==> config.mk <==
export PLATFORM = sky130hd
export DESIGN_NAME = delay_skew_meas
export DESIGN_NICKNAME = d
export VERILOG_FILES = /design/src/rtl/delay_skew_meas.sv
export SDC_FILE = /design/constraint.sdc
export NUM_CORES = 1
export LEC_CHECK = 0
export BUFFER_PORTS_ARGS = -buffer_cell sky130_fd_sc_hd__buf_2
export CAP_MARGIN = 25
export CORE_MARGIN = 2
export CORE_UTILIZATION = 60
export DETAILED_ROUTE_END_ITERATION = 7
export PLACE_DENSITY = 0.86
export REMOVE_ABC_BUFFERS = 1
export SKIP_LAST_GASP = 1
export SYNTH_ARGS = -nofsm -noshare
export SYNTH_HDL_FRONTEND = slang
export SYNTH_SLANG_ARGS = --single-unit
==> constraint.sdc <==
create_clock -name clk -period 3.94 [get_ports clk]
set_input_delay 0.591 -clock clk [delete_from_list [all_inputs] [get_ports clk]]
set_output_delay 0.591 -clock clk [all_outputs]
set_load 0.005 [all_outputs]
==> src/rtl/delay_skew_meas.sv <==
// Measures marker skew between two channels and publishes it once NUM_MEAS runs agree.
// All outputs registered; result appears the cycle after the final mark_late; start while busy is dropped.
module delay_skew_meas #(
    parameter int MAX_DELAY = 15,
    parameter int NUM_MEAS = 4,
    localparam int DELAY_WIDTH = (MAX_DELAY > 0) ? $clog2(MAX_DELAY + 1) : 1
) (
    input  logic                   clk,
    input  logic                   rst,
    input  logic                   start,
    input  logic                   mark_early,
    input  logic                   mark_late,
    output logic [DELAY_WIDTH-1:0] delay,
    output logic                   valid,
    output logic                   busy,
    output logic                   err_timeout,
    output logic                   err_mismatch
);
    localparam int MW = $clog2(NUM_MEAS + 1);
    localparam logic [DELAY_WIDTH-1:0] MAX_CNT = DELAY_WIDTH'(MAX_DELAY);
    localparam logic [MW-1:0] LAST_CNT = MW'(NUM_MEAS - 1);

    localparam logic [1:0] IDLE       = 2'd0;
    localparam logic [1:0] WAIT_EARLY = 2'd1;
    localparam logic [1:0] COUNT      = 2'd2;

    logic [1:0]             state;
    logic [DELAY_WIDTH-1:0] skew_cnt;
    logic [DELAY_WIDTH-1:0] ref_val;
    logic [MW-1:0]          meas_cnt;
    logic                   rec_vld;
    logic [DELAY_WIDTH-1:0] sample;
    logic                   mismatch;

    // A sample is either a coincident marker pair or the late marker closing a count.
    always_comb begin
        rec_vld = 1'b0;
        sample  = skew_cnt;
        if (state == WAIT_EARLY && mark_early && mark_late) begin
            rec_vld = 1'b1;
            sample  = '0;
        end else if (state == COUNT && mark_late) begin
            rec_vld = 1'b1;
        end
    end

    assign mismatch = (meas_cnt != '0) && (sample != ref_val);

    always_ff @(posedge clk) begin
        if (rst) begin
            state        <= IDLE;
            busy         <= 1'b0;
            delay        <= '0;
            valid        <= 1'b0;
            err_timeout  <= 1'b0;
            err_mismatch <= 1'b0;
            skew_cnt     <= '0;
            ref_val      <= '0;
            meas_cnt     <= '0;
        end else begin
            case (state)
                IDLE: begin
                    if (start) begin
                        state        <= WAIT_EARLY;
                        busy         <= 1'b1;
                        meas_cnt     <= '0;
                        valid        <= 1'b0;
                        err_timeout  <= 1'b0;
                        err_mismatch <= 1'b0;
                    end
                end
                WAIT_EARLY: begin
                    if (mark_early && !mark_late) begin
                        if (MAX_DELAY == 0) begin
                            err_timeout <= 1'b1;
                            state       <= IDLE;
                            busy        <= 1'b0;
                        end else begin
                            skew_cnt <= DELAY_WIDTH'(1);
                            state    <= COUNT;
                        end
                    end
                end
                COUNT: begin
                    if (!mark_late) begin
                        if (skew_cnt == MAX_CNT) begin
                            err_timeout <= 1'b1;
                            state       <= IDLE;
                            busy        <= 1'b0;
                        end else begin
                            skew_cnt <= skew_cnt + 1'b1;
                        end
                    end
                end
                default: begin
                    state <= IDLE;
                    busy  <= 1'b0;
                end
            endcase

            if (rec_vld) begin
                if (mismatch) begin
                    err_mismatch <= 1'b1;
                    state        <= IDLE;
                    busy         <= 1'b0;
                end else begin
                    meas_cnt <= meas_cnt + 1'b1;
                    if (meas_cnt == '0)
                        ref_val <= sample;
                    if (meas_cnt == LAST_CNT) begin
                        delay <= sample;
                        valid <= 1'b1;
                        state <= IDLE;
                        busy  <= 1'b0;
                    end else begin
                        state <= WAIT_EARLY;
                    end
                end
            end
        end
    end
endmodule

**Word level (Yosys, flattened, before mapping)**

Cells that the tools add are included.

- Memory bits (writable): 0
- Latch bits: 0
- Memories kept: 0
- ROM bits: 0
- Register bits: 21
- Output and inout bits: 8
- Bits of input ports: 5

- $lt $le $gt $ge: 0
- Equal/unequal tests: 14
- Add/sub/neg operators: 2
- Multiply operators: 0
- Mux-type cells: 39
- Div/mod/pow operators: 0
- Bitwise logic cells: 1
- Shift operators: 0
- Reduce and logical (&&, ||, !) cells: 16

Operators by type and width:

| operator | number |
|---|---|
| two-way mux 1 bit | 22 |
| two-way mux 4 bit | 4 |
| two-way mux 3 bit | 4 |
| AND reduction 4 bit | 3 |
| two-way mux 2 bit | 5 |
| one-hot mux 4 bit (2 select lines) | 1 |
| != test 2 bit, second input constant | 3 |
| != test 3 x 2 -> 1 bit, second input constant | 2 |
| != test 3 bit, second input constant | 2 |
| one-hot mux 2 bit (3 select lines) | 1 |
| AND reduction 3 bit | 2 |
| logical AND 1 bit | 5 |
| adder 4 x 1 -> 4 bit, second input constant | 1 |
| == test 4 bit, second input constant | 1 |
| != test 2 x 1 -> 1 bit, second input constant | 2 |
| != test 4 bit | 1 |
| nonzero test 2 bit | 2 |
| adder 3 x 1 -> 3 bit, second input constant | 1 |
| == test 3 x 2 -> 1 bit, second input constant | 1 |
| zero test 3 bit | 1 |
| one-hot mux 1 bit (3 select lines) | 1 |
| nonzero test 3 bit | 1 |
| == test 2 x 1 -> 1 bit, second input constant | 1 |
| == test 2 bit, second input constant | 1 |
| other kinds (4) | 4 |

**Depth between registers and ports, before layout**

Gate-level depths: netlist (run 1).

- Word-level depth: 8
- Mapped depth: 8

**Least setup slack after synthesis (run 1)**

Ideal clock, no wire load.

- Path kind: input to register
- Start point: input port mark_late
- End point: register delay[0]
- Stages: 7
- Arrival: 1824 ps
- Setup time: 71 ps
- Path buffers: 1
- Setup slack: 2046 ps
- Path through: buf_4 nand4b_4 nand2_1 xor2_1 a41oi_2 or3_1 a21oi_1

- Cells in the longest elaborated chain, start to end: 6

Ends and longest elaborated chain:

| element | line | source |
|---|---|---|
| from (decl) | 12 | `input logic mark_late,` |
| logical AND 1 bit | 39 | `if (state == WAIT_EARLY && mark_early && mark_late) begin` |
| two-way mux 4 bit | 39 |  |
| != test 4 bit | 47 | `assign mismatch = (meas_cnt != '0) && (sample != ref_val);` |
| logical AND 1 bit | 47 |  |
| inverter 1 bit (no source line) | - |  |
| AND reduction 3 bit (no source line) | - |  |
| to (signal assigned) | 111 | `delay <= sample;` |
| to (decl) | 13 | `output logic [DELAY_WIDTH-1:0] delay,` |

Several ways; a longest one is shown, not always the timed one.
A chain may end at the register's enable or synchronous reset.

**Worst setup path after layout (run 1)**

- Start point: register state[0]
- End point: register delay[1]

- Cells in the longest elaborated chain, start to end: 8

Ends and longest elaborated chain:

| element | line | source |
|---|---|---|
| from (decl) | 27 | `logic [1:0] state;` |
| from (signal assigned) | 51 | `state <= IDLE;` |
| from (signal assigned) | 64 | `state <= WAIT_EARLY;` |
| from (signal assigned) | 76 | `state <= IDLE;` |
| == test 2 x 1 -> 1 bit | 39 |  |
| logical AND 1 bit (2 in a row) | 39 |  |
| two-way mux 4 bit | 39 |  |
| != test 4 bit | 47 |  |
| logical AND 1 bit | 47 |  |
| inverter 1 bit (no source line) | - |  |
| AND reduction 3 bit (no source line) | - |  |

Several ways; a longest one is shown, not always the timed one.

==> metrics.txt, run 1 <==
Yosys Warn Count 0; post-CTS setup buffers 0; setup total negative slack 0 ns; layout cells sized above 1 12.8%; CTS tree built; Crit Path Category flip-flop to flip-flop; Hold Vio Cnt, Final 0; Synth-to-Final Area Change 7.44%; Unique masters post-synth 30; HP Class flip-flop to flip-flop; DR DRC count 0; fin crit period 2.07 ns; final setup violation count 0; relative slew slack 57.3%; Max stage delay cell, worst path dfxtp_1; outcome complete, no violations; total clock sinks 21; final period utilization 52.4%; LEAKAGE 0.436 nW; H-tree lvl count 1; FMAX 0.484 GHz; Final Wtd Congestion 0.798; Synth top area share 39.1%; vias per cell 5.80; Max FO, Critical Path 17; Critical Path RT 4.18 ns; remaining antenna violation count 0; Avg Cell Area, Syn 8.21 um2; leading area contributor after synthesis dfxtp_1; first-pass GRT wire length 3460 um; total CTS buffers 3; Max-Cap Viols 0; initial antenna violation count 0; Critical Path AT 2.30 ns; Fillers 143; Die Ht 46.4 um; Final HPWL DP 1510 um; Min Hold Slack 0.482 ns; most frequent cells in the layout dfxtp_1 (21), a21oi_1 (15), nand2_1 (14); row cnt 15; commonest non-fill, non-tap cell in the layout dfxtp_1; DRT Pass-1 Iters 4; Starting Density 63.0%; leading post-synthesis cells by cell area dfxtp_1 (39%), a21oi_1 (7.0%), o21ai_0 (6.0%), nand2_1 (4.9%), ha_1 (4.7%); Ant. Diodes 0; Post-CTS Hold Buffers 0; Post-synth EDFFs 0; die area 0.00215 mm2; Clock Skew 0.00664 ns; Core Box Area 0.00171 mm2; clock insertion delay at the later pin of the skew report 0.30 ns; post-DR wirelength/cell 12.1 um; PD cells 307 mW/mm2; FFs w/ async S/R, synth 0%; vias in the first global route 847; Mapped Area 0.00108 mm2; Finished Core Util 67.7%; # nets final 151; Worst Tran Pin Value 0.641 ns; CP Launch Type flip-flop; slowest cell delay on critical path 0.52 ns; GRT Overall Usage 22.6%; Total Routed Length 2010 um; CP Cell Sequence nand4b_4 -> nand2_1 -> xor2_1 -> a41oi_2 -> or3_1 -> a21oi_1; IO Port Bufs 12; post-cts resize count 0; largest net degree at the start of global routing 25; RSZ-0062 raised after global routing no; maximum clock path buffer count 2; die width 46.4 um; Synth Flop Type dfxtp_1; Synth Register Bits 21; fin. max-slew vios 0; Reg clk slew, reported paths 0.12 ns; Power Total 0.355 mW; I/O pins 13; post-synthesis sequential area ratio 39.1%; total gr overflow 0; Post-Synthesis Cells 131; Worst setup EP type flip-flop; Worst IR Drop VDD 0.000279 V; Root Buffer clkbuf_4; Vias 963; DR iter-0 viols 26
cells in the mapped netlist, drive strengths merged (2+ instances only):
cell type / instances
nor3: 5
o21a: 3
a21oi: 15
nor2: 8
inv: 6
ha: 4
clkbuf: 3
nand2: 14
a22oi: 2
nor2b: 5
or3: 4
and3: 2
dfxtp: 21
buf: 3
nand4: 5
nand2b: 2
xor2: 4
o21ai: 14
o41ai: 3
layout make-up:
type,instances,area [um2],area share [%]
clock buffers,3,22.5,1.95
clock inverters,1,5.00,0.433
inverters,6,22.5,1.95
multi-input cells,98,594,51.4
flip-flops and latches,21,420,36.4
well taps,25,31.3,2.71
repair buffers,12,60.1,5.19
power breakdown:
part           total, mW  internal [mW]  leakage (nW)  switching, mW
sequential         0.222          0.216         0.170        0.00558
combinational     0.0340         0.0123         0.249         0.0217
clock             0.0998         0.0378        0.0177         0.0620
total              0.355          0.266         0.436         0.0893
critical path: cells and delay by family (launching register included):
kind,cells,cell delay [ns]
AOI/OAI and AO/OA,2,0.48
xor gates and xnor gates,1,0.22
DFF,1,0.52
and+or+nand+nor,3,0.78
state kept, by name (all words and copies together) (netlist names):
signal	flops
valid	1
busy	1
meas_cnt	3
skew_cnt	4
state	2
err_mismatch	1
ref_val	4
err_timeout	1
delay	4
path summary, 6_finish.rpt:
check	slack, ns	endpoint	depth (start not counted)	start
setup / recovery	1.87	delay[1]	6	state[0]
hold reg to reg	0.48	ref_val[2]	2	ref_val[2]
setup reg to reg	1.87	delay[1]	6	state[0]
hold / removal	0.48	ref_val[2]	2	ref_val[2]
layer usage:
layer	up-vias	global-route usage [%]	wire [um]
li1	491	-	-
met1	446	27.4	921
met4	0	9.71	29
met3	4	5.10	79
met5	-	0	0
met2	22	37.8	982
cells by family (layout without fill, tap and decap cells):
group | count (synthesis) | count (layout) | synth area share, %
flops | 21 | 21 | 39.1
buf+inv | 12 | 22 | 5.70
fa+ha+maj | 4 | 4 | 4.65
compound gates | 40 | 40 | 22.2
xor+xnor | 4 | 4 | 3.26
simple gates | 50 | 50 | 25.1
stage by stage:
stage,area [um2],std cells,worst slack (ns)
global route,1160,166,1.65
finish,1160,166,1.87
floorplan,1040,125,2.07
detailed placement,1130,162,1.61
global placement,1130,162,1.69
CTS,1160,166,1.87
(Power assumes the default switching activity.)
==> run 2: changes to the inputs <==
- ABC_AREA: default -> 1
- CORE_UTILIZATION: 60 -> 56
- PLACE_DENSITY: 0.86 -> 0.81
- clock period: 3.94 -> 2 ns (I/O delays scaled with it)
==> metrics.txt, run 2 <==
outcome complete, no violations; Clock Skew 0.00642 ns (-0.000222 ns); leading post-synthesis cells by cell area dfxtp_1 (36%), nand2_1 (12%), inv_1 (9.1%), nor2_1 (7.1%), a21oi_1 (5.2%); relative slew slack 79.1% (+22 points); total gr overflow 0 (unchanged); Core Box Area 0.00196 mm2 (+15%); Worst R2R Setup Slack 0.40 ns (-1.47 ns); maximum clock path buffer count 2 (unchanged); Worst Hold Endpoint err_timeout; Reg clk slew, reported paths 0.12 ns (about the same); most frequent cell after synthesis nand2_1; Net Sw Power 0.230 mW (+160%); Ant. Diodes 0 (unchanged); final std cells w/o fill 209 (+26%); fin crit period 1.60 ns (-0.466 ns); fin. max-slew vios 0 (unchanged); RSZ-0062 raised after global routing no; most used cell, CP nand2_1; Worst Path Buf+Inv 0 (unchanged); Unique masters post-synth 23 (-23%); setup total negative slack 0 ns (unchanged); post-DR wirelength/cell 10.5 um (-13%); placed insts 205 (+27%); post-cts resize count 0 (unchanged); remaining antenna violation count 0 (unchanged); Post-CTS Hold Buffers 0 (unchanged); Internal 0.558 mW (+110%); H-tree lvl count 1 (unchanged); Worst IR Drop VDD 0.000419 V (+50%); CP Cell Sequence nor2_4 -> nand2_4 -> nand2_1 -> nand2_1 -> nand2_1 -> nor2_1 -> nand2_2 -> nand2_4 -> nand2_1 -> o21ai_0 -> nor2_1; initial antenna violation count 0 (unchanged); I/O pins 13 (unchanged); final period utilization 80.0% (+28 points); Synth top area share 36.4% (-2.7 points); Critical Path AT 1.80 ns (-0.50 ns); die width 49.4 um (+6.7%); Finished Core Util 64.3% (-3.4 points); Hold Vio Cnt, Final 0 (unchanged); DR iter-0 viols 27 (+3.8%); FFs w/ async S/R, synth 0% (unchanged); clock insertion delay at the later pin of the skew report 0.30 ns (about the same); Die Ht 49.4 um (+6.7%); Min-Delay Path Depth 2 (unchanged); LEAKAGE 0.605 nW (+39%); vias in the first global route 988 (+17%); Max stage delay cell, worst path dfxtp_1; Critical Path RT 2.20 ns (-1.98 ns); Synth-to-Final Area Change 9.09%; first-pass GRT wire length 3950 um (+14%); CTS tree built; FMAX 0.625 GHz (+29%); Max FO, Critical Path 10 (-7); slowest cell delay on critical path 0.44 ns (-0.08 ns); reg-to-reg endpoint meas_cnt[1]; Synth Flop Type dfxtp_1; Power Total 0.788 mW (+120%); # nets final 192 (+27%); Post-Synthesis Cells 169 (+29%); min-delay src rst; row cnt 16 (+1); Starting Density 58.9% (-4.1 points); total clock sinks 21 (unchanged); Worst path depth 11 (+5); DRT Pass-1 Iters 5 (+1); commonest non-fill, non-tap cell in the layout nand2_1; Root Buffer clkbuf_4; HP Class input port to flip-flop; Post-synth EDFFs 0 (unchanged); Final HPWL DP 1740 um (+16%); post-synthesis sequential area ratio 36.4% (-2.7 points); PD cells 625 mW/mm2 (+100%); vias per cell 4.91 (-15%); largest net degree at the start of global routing 13 (-48%); DR DRC count 0 (unchanged); Commonest cells post-synth nand2_1 (38), inv_1 (28), nor2_1 (22); layout cells sized above 1 14.3% (+1.5 points); Largest regs delay: 4 flops, ref_val: 4 flops, skew_cnt: 4 flops; worst reg-to-reg path cell count 11 (+5); Synth Register Bits 21 (unchanged); Max-Cap Viols 0 (unchanged); Worst Tran Pin Value 0.314 ns (-0.327 ns); total CTS buffers 3 (unchanged); post-CTS setup buffers 0 (unchanged); Crit Reg-Reg Startpoint state[1]; Worst setup EP type flip-flop; CP Launch Type flip-flop; die area 0.00244 mm2 (+14%); Total Routed Length 2190 um (+9.0%); CP top delay family simple AND/OR/NAND/NOR gates; DP Area 0.00123 mm2 (+9.4%); Seq pwr share 57.0% (-5.4 points); Crit Path Category flip-flop to flip-flop; final setup violation count 0 (unchanged); Final Wtd Congestion 0.916 (+15%); final instance area 0.00126 mm2 (+9.1%); GRT Overall Usage 21.0% (-1.6 points); leading area contributor after synthesis dfxtp_1; Gate power share 17.2% (+7.6 points); Avg Cell Area, Syn 6.84 um2 (-17%); most frequent cells in the layout nand2_1 (38), inv_1 (28), nor2_1 (22); Sw Ratio 29.2% (+4.1 points); Vias 1026 (+6.5%); Mapped Area 0.00116 mm2 (+7.4%); Yosys Warn Count 0 (unchanged); IO Port Bufs 12 (unchanged); clock network power share 25.8% (-2.3 points)
run 2: how the worst max path moves through the flow:
stage                        endpoint       from  slack [ns]
after global routing      meas_cnt[1]   state[1]        0.18
after detailed placement  meas_cnt[1]  mark_late        0.35
after floorplan           meas_cnt[0]   state[0]        0.60
after CTS                 meas_cnt[1]   state[1]        0.40
final                     meas_cnt[1]   state[1]        0.40
after global placement    meas_cnt[1]  mark_late        0.43
run 2: final cells by class:
type                    count  area [um2]
well taps                  27        33.8
repair buffers             12        60.1
inverters                  31         116
multi-input cells         114         604
clock buffers               4        26.3
fillers                   191         701
flip-flops and latches     21         420
run 2: cell families (layout without fill, tap and decap cells):
family | Yosys count | count (layout) | synth area share (%)
simple gates | 85 | 85 | 35.6
flops | 21 | 21 | 36.4
buf+inv | 34 | 47 | 11.4
compound gates | 25 | 25 | 12.3
fa+ha+maj | 4 | 4 | 4.33
run 2: metrics by stage:
step                setup slack, ns  hold slack (ns)
global placement              0.427            0.453
finish                        0.401            0.281
floorplan                     0.603            0.369
CTS                           0.399            0.287
detailed placement            0.352            0.457
global route                  0.183            0.292
run 2: routing by layer:
layer | wire length (um) | global-route usage [%]
met1 | 1050 | 25.1
met2 | 1050 | 36.3
met3 | 56 | 3.68
met4 | 36 | 9.72
met5 | 0 | 0
run 2: power by group through the flow:
stage	Clock (mW)	Sequential (mW)	Combinational (mW)
2_1_floorplan	0	0.455	0.104
3_3_place_gp	0	0.458	0.129
3_5_place_dp	0	0.459	0.135
4_1_cts	0.211	0.449	0.135
5_1_grt	0.226	0.452	0.155
6_report	0.203	0.449	0.135
run 2: worst reg2reg max path, cell delays in order (launching register included):
cell	delay [ns]
dfxtp_1	0.44
nor2_4	0.07
nand2_4	0.11
nand2_1	0.10
nand2_1	0.08
nand2_1	0.05
nor2_1	0.12
nand2_2	0.10
nand2_4	0.12
nand2_1	0.09
o21ai_0	0.16
nor2_1	0.05
